$ cat src/rtl/hilo_muldiv_unit.sv
// ============================================================================
// Module   : hilo_muldiv_unit
// Purpose  : Iterative multiply/divide unit that owns the HI/LO registers.
//            Optional macro MDU_FAST_MULT_EN: single-cycle 32x32 multiply.
// Revision : 1.0  initial release
// ============================================================================
`default_nettype none

module hilo_muldiv_unit #(
  parameter int                DATA_W   = 32,
  parameter int                CNT_W    = 6,
  parameter logic [DATA_W-1:0] HILO_RST = 32'h0
) (
  input  logic              clock,
  input  logic              reset,
  input  logic              start,
  input  logic [1:0]        op,
  input  logic [DATA_W-1:0] read_data_1,
  input  logic [DATA_W-1:0] read_data_2,
  input  logic              hi_we,
  input  logic              lo_we,
  output logic              busy,
  output logic              done,
  output logic              div_by_zero,
  output logic [DATA_W-1:0] hi,
  output logic [DATA_W-1:0] lo
);

  localparam int             ACC_W      = 2 * DATA_W;
  localparam logic [CNT_W-1:0] c_last_iter = CNT_W'(DATA_W - 1);

  typedef enum logic [1:0] {
    S_IDLE = 2'd0,
    S_CALC = 2'd1,
    S_FIX  = 2'd2
  } state_e;

  state_e            state_q, state_d;
  logic [CNT_W-1:0]  cnt_q, cnt_d;
  logic [1:0]        op_q, op_d;
  logic [DATA_W-1:0] a_q, a_d, b_q, b_d, rs_q, rs_d;
  logic              sa_q, sa_d, sb_q, sb_d;
  logic [ACC_W-1:0]  acc_q, acc_d;
  logic [DATA_W-1:0] hi_q, hi_d, lo_q, lo_d;
  logic              done_q, done_d, dbz_q, dbz_d;

  // op[0] == 0 selects the signed variants; operands are stored as magnitudes.
  logic              w_rs_neg, w_rt_neg;
  logic [DATA_W-1:0] w_rs_mag, w_rt_mag;
  assign w_rs_neg = ~op[0] & read_data_1[DATA_W-1];
  assign w_rt_neg = ~op[0] & read_data_2[DATA_W-1];
  assign w_rs_mag = w_rs_neg ? -read_data_1 : read_data_1;
  assign w_rt_mag = w_rt_neg ? -read_data_2 : read_data_2;

  // Shift-add: acc = {partial product, remaining multiplier bits}.
  logic [DATA_W:0]   w_mul_sum;
  logic [ACC_W-1:0]  w_mul_step;
  assign w_mul_sum  = {1'b0, acc_q[ACC_W-1:DATA_W]}
                    + (acc_q[0] ? {1'b0, a_q} : {(DATA_W+1){1'b0}});
  assign w_mul_step = {w_mul_sum, acc_q[DATA_W-1:1]};

  // Restoring divide: acc = {partial remainder, dividend/quotient bits}.
  logic [DATA_W:0]   w_div_trial, w_div_diff;
  logic [ACC_W-1:0]  w_div_step;
  assign w_div_trial = acc_q[ACC_W-1:DATA_W-1];
  assign w_div_diff  = w_div_trial - {1'b0, b_q};
  assign w_div_step  = w_div_diff[DATA_W]
                     ? {w_div_trial[DATA_W-1:0], acc_q[DATA_W-2:0], 1'b0}
                     : {w_div_diff[DATA_W-1:0],  acc_q[DATA_W-2:0], 1'b1};

  logic [ACC_W-1:0]  w_prod_fix;
  logic [DATA_W-1:0] w_quot_fix, w_rem_fix;
  assign w_prod_fix = (sa_q ^ sb_q) ? -acc_q : acc_q;
  assign w_quot_fix = (sa_q ^ sb_q) ? -acc_q[DATA_W-1:0] : acc_q[DATA_W-1:0];
  assign w_rem_fix  = sa_q ? -acc_q[ACC_W-1:DATA_W] : acc_q[ACC_W-1:DATA_W];

`ifdef MDU_FAST_MULT_EN
  logic [ACC_W-1:0]  w_fast_prod;
  assign w_fast_prod = {{DATA_W{1'b0}}, w_rs_mag} * {{DATA_W{1'b0}}, w_rt_mag};
`endif

  always_comb begin
    state_d = state_q;
    cnt_d   = cnt_q;
    op_d    = op_q;
    a_d     = a_q;
    b_d     = b_q;
    sa_d    = sa_q;
    sb_d    = sb_q;
    rs_d    = rs_q;
    acc_d   = acc_q;
    hi_d    = hi_q;
    lo_d    = lo_q;
    done_d  = 1'b0;
    dbz_d   = 1'b0;
    case (state_q)
      S_IDLE: begin
        if (start) begin
          op_d  = op;
          a_d   = w_rs_mag;
          b_d   = w_rt_mag;
          sa_d  = w_rs_neg;
          sb_d  = w_rt_neg;
          rs_d  = read_data_1;
          cnt_d = '0;
`ifdef MDU_FAST_MULT_EN
          if (!op[1]) begin
            acc_d   = w_fast_prod;
            state_d = S_FIX;
          end else begin
            acc_d   = {{DATA_W{1'b0}}, w_rs_mag};
            state_d = S_CALC;
          end
`else
          acc_d   = op[1] ? {{DATA_W{1'b0}}, w_rs_mag} : {{DATA_W{1'b0}}, w_rt_mag};
          state_d = S_CALC;
`endif
        end else begin
          if (hi_we) hi_d = read_data_1;
          if (lo_we) lo_d = read_data_1;
        end
      end
      S_CALC: begin
        cnt_d = cnt_q + CNT_W'(1);
        acc_d = op_q[1] ? w_div_step : w_mul_step;
        if (cnt_q == c_last_iter) state_d = S_FIX;
      end
      S_FIX: begin
        state_d = S_IDLE;
        done_d  = 1'b1;
        if (!op_q[1]) begin
          {hi_d, lo_d} = w_prod_fix;
        end else if (b_q == '0) begin
          hi_d  = rs_q;
          lo_d  = '1;
          dbz_d = 1'b1;
        end else begin
          hi_d = w_rem_fix;
          lo_d = w_quot_fix;
        end
      end
      default: state_d = S_IDLE;
    endcase
  end

  always_ff @(posedge clock or negedge reset) begin
    if (!reset) begin
      state_q <= S_IDLE;
      cnt_q   <= '0;
      op_q    <= '0;
      a_q     <= '0;
      b_q     <= '0;
      sa_q    <= 1'b0;
      sb_q    <= 1'b0;
      rs_q    <= '0;
      acc_q   <= '0;
      hi_q    <= HILO_RST;
      lo_q    <= HILO_RST;
      done_q  <= 1'b0;
      dbz_q   <= 1'b0;
    end else begin
      state_q <= state_d;
      cnt_q   <= cnt_d;
      op_q    <= op_d;
      a_q     <= a_d;
      b_q     <= b_d;
      sa_q    <= sa_d;
      sb_q    <= sb_d;
      rs_q    <= rs_d;
      acc_q   <= acc_d;
      hi_q    <= hi_d;
      lo_q    <= lo_d;
      done_q  <= done_d;
      dbz_q   <= dbz_d;
    end
  end

  assign busy        = (state_q != S_IDLE);
  assign done        = done_q;
  assign div_by_zero = dbz_q;
  assign hi          = hi_q;
  assign lo          = lo_q;

endmodule

`default_nettype wire

$ cat config.mk
export PLATFORM = sky130hd
export DESIGN_NAME = hilo_muldiv_unit
export DESIGN_NICKNAME = d
export VERILOG_FILES = /design/src/rtl/hilo_muldiv_unit.sv
export SDC_FILE = /design/constraint.sdc
export NUM_CORES = 1
export LEC_CHECK = 0
export CAP_MARGIN = 20
export CORE_MARGIN = 2
export CORE_UTILIZATION = 42
export DETAILED_ROUTE_END_ITERATION = 8
export PLACE_DENSITY_LB_ADDON = 0.15
export SYNTH_ARGS = -nofsm -noshare
export SYNTH_HDL_FRONTEND = slang
export SYNTH_SLANG_ARGS = --single-unit
export TNS_END_PERCENT = 5
$ cat constraint.sdc
create_clock -name clock -period 3.9 [get_ports clock]
set_clock_uncertainty 0.05 [all_clocks]
set_input_delay 0.78 -clock clock [delete_from_list [all_inputs] [get_ports clock]]
set_output_delay 0.78 -clock clock [all_outputs]
set_load 0.02 [all_outputs]
==> impl_metrics.py <==
metrics = {
    "detailed_routing": {
        "ant_nets": 0,
        "wl_per_cell_microns": 23.61,
        "drt_iter0_markers": 1625,
        "num_vias": 18370,
        "dr.pass1.iters": 6,
        "finalWirelength_microns": 71220,
        "drc": 0,
        "drt-vias-per-instance": 6.092,
    },
    "synthesis": {
        "syn_area_sq_um": 18030,
        "synth_cells": 2314,
        "synthDistinctLibCells": 70,
        "post-synth-top-area-fraction_pct": 32.75,
        "yosysTopAreaCell": "dfrtp_1",
        "syn_area_per_cell_sq_um": 7.793,
        "yosys_most_used_dff": "dfrtp_1",
        "ys_seq_area_share_pct": 32.75,
        "yosysMostFrequentCell": "nand2_1",
        "synth_edf_count": 0,
        "ys_async_sr_fraction_pct": 100.0,
        "syn_nets": 2456,
        "ys_ff_latch": 236,
        "synthTopCellsByArea": "dfrtp_1 33%, nand2_1 7.1%, o21ai_0 7.1%",
        "yosysWarnings": 0,
        "yosys-top-cells-count": "343 x nand2_1, 256 x o21ai_0, 236 x dfrtp_1",
    },
    "clock_tree": {
        "clockRootBuffer": "clkbuf_16",
        "cts_tree": "built",
        "clkLatencyLatePin_ns": 0.57,
        "cts.reportedPaths.clkPinSlew_ns": 0.06,
        "post_cts_resized": 0,
        "htree_levels": 1,
        "hold_buffers": 0,
        "clock-sinks": 236,
        "clk_path_buf_depth": 3,
        "cts_setup_buffers": 0,
        "numCtsBuffers": 29,
    },
    "timing": {
        "rsz0062_at_grt": "no",
        "slew_headroom_pct": 37.45,
        "hold_violations": 0,
        "max_freq_ghz": 0.2713,
        "fin_setup_tns_ns": 0,
        "worst-slew-pin-transition_ns": 0.9383,
        "period_minus_slack_ns": 3.686,
        "setup_viol": 0,
        "timing.final.crit_share_pct": 94.51,
        "slew_violations": 0,
    },
    "die": {
        "ios": 138,
        "dieWidth_microns": 211.2,
        "die_y_microns": 211.2,
        "coreArea_sq_um": 42130,
        "num_rows": 75,
        "die-area_sq_um": 44610,
        "start_util_pct": 42.80,
    },
    "global_route": {
        "grt_max_degree": 88,
        "grt_overflow": 0,
        "grt_pass1_vias": 17440,
        "grtUsageTotal_pct": 31.43,
        "grt_pass1_wl_microns": 106200,
        "antenna_found_initial": 1,
    },
    "layout": {
        "final_nets": 2597,
        "drive_above_1_share_pct": 8.966,
        "finalNonFillerCells": 3016,
        "multiInputGateArea_sq_um": 11290,
        "n_fill_cell": 4103,
        "fin_area_sq_um": 21570,
        "utilization_pct": 51.19,
        "area_delta_synth_final_pct": 19.62,
        "seq_area_sq_um": 5909,
    },
    "setup_path": {
        "cp.arrival_ns": 4.14,
        "path_class": "reg2reg",
        "end_kind": "flop",
        "cp_max_fo": 30,
        "required_ns": 4.36,
        "critPathLaunch": "acc_q[0]",
        "r2r_start": "acc_q[0]",
        "cp-start-kind": "flop",
    },
    "placed_design": {
        "place_area_sq_um": 20560,
        "io_buffers": 137,
        "place_hpwl_microns": 55360,
        "gp_congestion": 0.9844,
        "placed_cells": 2963,
    },
    "min_path": {
        "hold_path.class": "in2async",
    },
    "pwr": {
        "powerDensity_nw_per_um2": 841.0,
        "p_leak_uw": 0.009267,
        "vdd_ir_drop_max_uv": 534.3,
    },
    "run_status": {
        "status": "finished clean",
    },
    "run": {
        "cap_violations": 0,
    },
}
-- cell families after synthesis --
family	after synthesis	share of synthesized area, %
compound gates	744	24.95
simple gates	789	20.14
buf+inv	230	4.878
flops	236	32.75
fa+ha+maj	71	5.010
xor+xnor	187	9.083
mux	57	3.192
-- routing by layer --
| layer | global-route usage, % | up-vias | part of all wire [%] |
|---|---|---|---|
| met4 | 10.25 | 4 | 3.5 |
| met5 | 1.335 | - | 0.14 |
| met3 | 5.501 | 140 | 7.6 |
| met1 | 43.15 | 9021 | 43 |
| li1 | - | 8527 | - |
| met2 | 50.08 | 682 | 46 |
-- critical path: stages, from the launching register on --
cell	delay [ns]
dfrtp_1	0.42
buf_4	0.24
and2_1	0.20
ha_1	0.22
a211oi_1	0.28
o21ai_0	0.20
a41oi_1	0.32
o41a_1	0.26
a311o_1	0.31
nor2b_1	0.07
o21ai_0	0.18
a21oi_1	0.12
or4b_2	0.64
nand4_1	0.09
-- layout by cell type (no fill, tap or decap), types with 29 or more instances in the layout --
cell type	n
nand2_1	343
o21ai_0	255
dfrtp_1	235
a21oi_1	190
nor2_1	158
buf_4	137
clkdlybuf4s50_1	135
xnor2_1	96
xor2_1	89
ha_1	69
inv_1	61
mux2i_1	53
a211oi_1	52
nor3_1	48
nand3_1	47
and2_1	37
a22oi_1	36
o22ai_1	35
clkbuf_16	29
-- stage by stage --
| stage | total power [uW] | setup WS [ns] | hold slack, ns |
|---|---|---|---|
| global placement | 14980 | 0.1628 | 0.4050 |
| finish | 18140 | 0.2141 | 0.1330 |
| detailed placement | 15110 | 0.08746 | 0.4072 |
| global route | 19370 | 0.02466 | 0.1672 |
| floorplan | 11440 | 0.5285 | 0.3881 |
| CTS | 18040 | 0.2745 | 0.1457 |
-- worst paths after layout --
check	cells past startpoint	slack (ns)	to
max	13	0.21	acc_q[62]
min	1	0.13	lo[14]
max reg2reg	13	0.21	acc_q[62]
min reg2reg	2	0.42	a_q[31]
max in group asynchronous	2	2.76	b_q[14]
min in group clock	2	0.42	a_q[31]
-- final cells by class --
class / count / share of cell area (%)
timing repair buffer: 277 / 11.40
multi-input combinational: 1848 / 52.35
clock buffer: 41 / 3.852
antenna: 1 / 0.01160
sequential: 236 / 27.40
tap: 539 / 3.127
clock inverter: 11 / 0.7599
inverter: 63 / 1.096
-- state kept, by name (all words and copies together) (netlist names) --
name,flops
a_q,32
cnt_q,6
rs_q,31
div_by_zero,1
b_q,32
op_q,1
state_q,2
sb_q,1
hi,32
acc_q,64
lo,32
done,1
sa_q,1
-- where the power goes --
| part | switching, uW | leakage [uW] | internal (uW) | total (uW) |
|---|---|---|---|---|
| registers | 1000 | 0.00286 | 3340 | 4350 |
| clock network | 1150 | 0.000485 | 1740 | 2890 |
| logic | 6410 | 0.00592 | 4490 | 10900 |
Power figures use the tool's default switching activity.
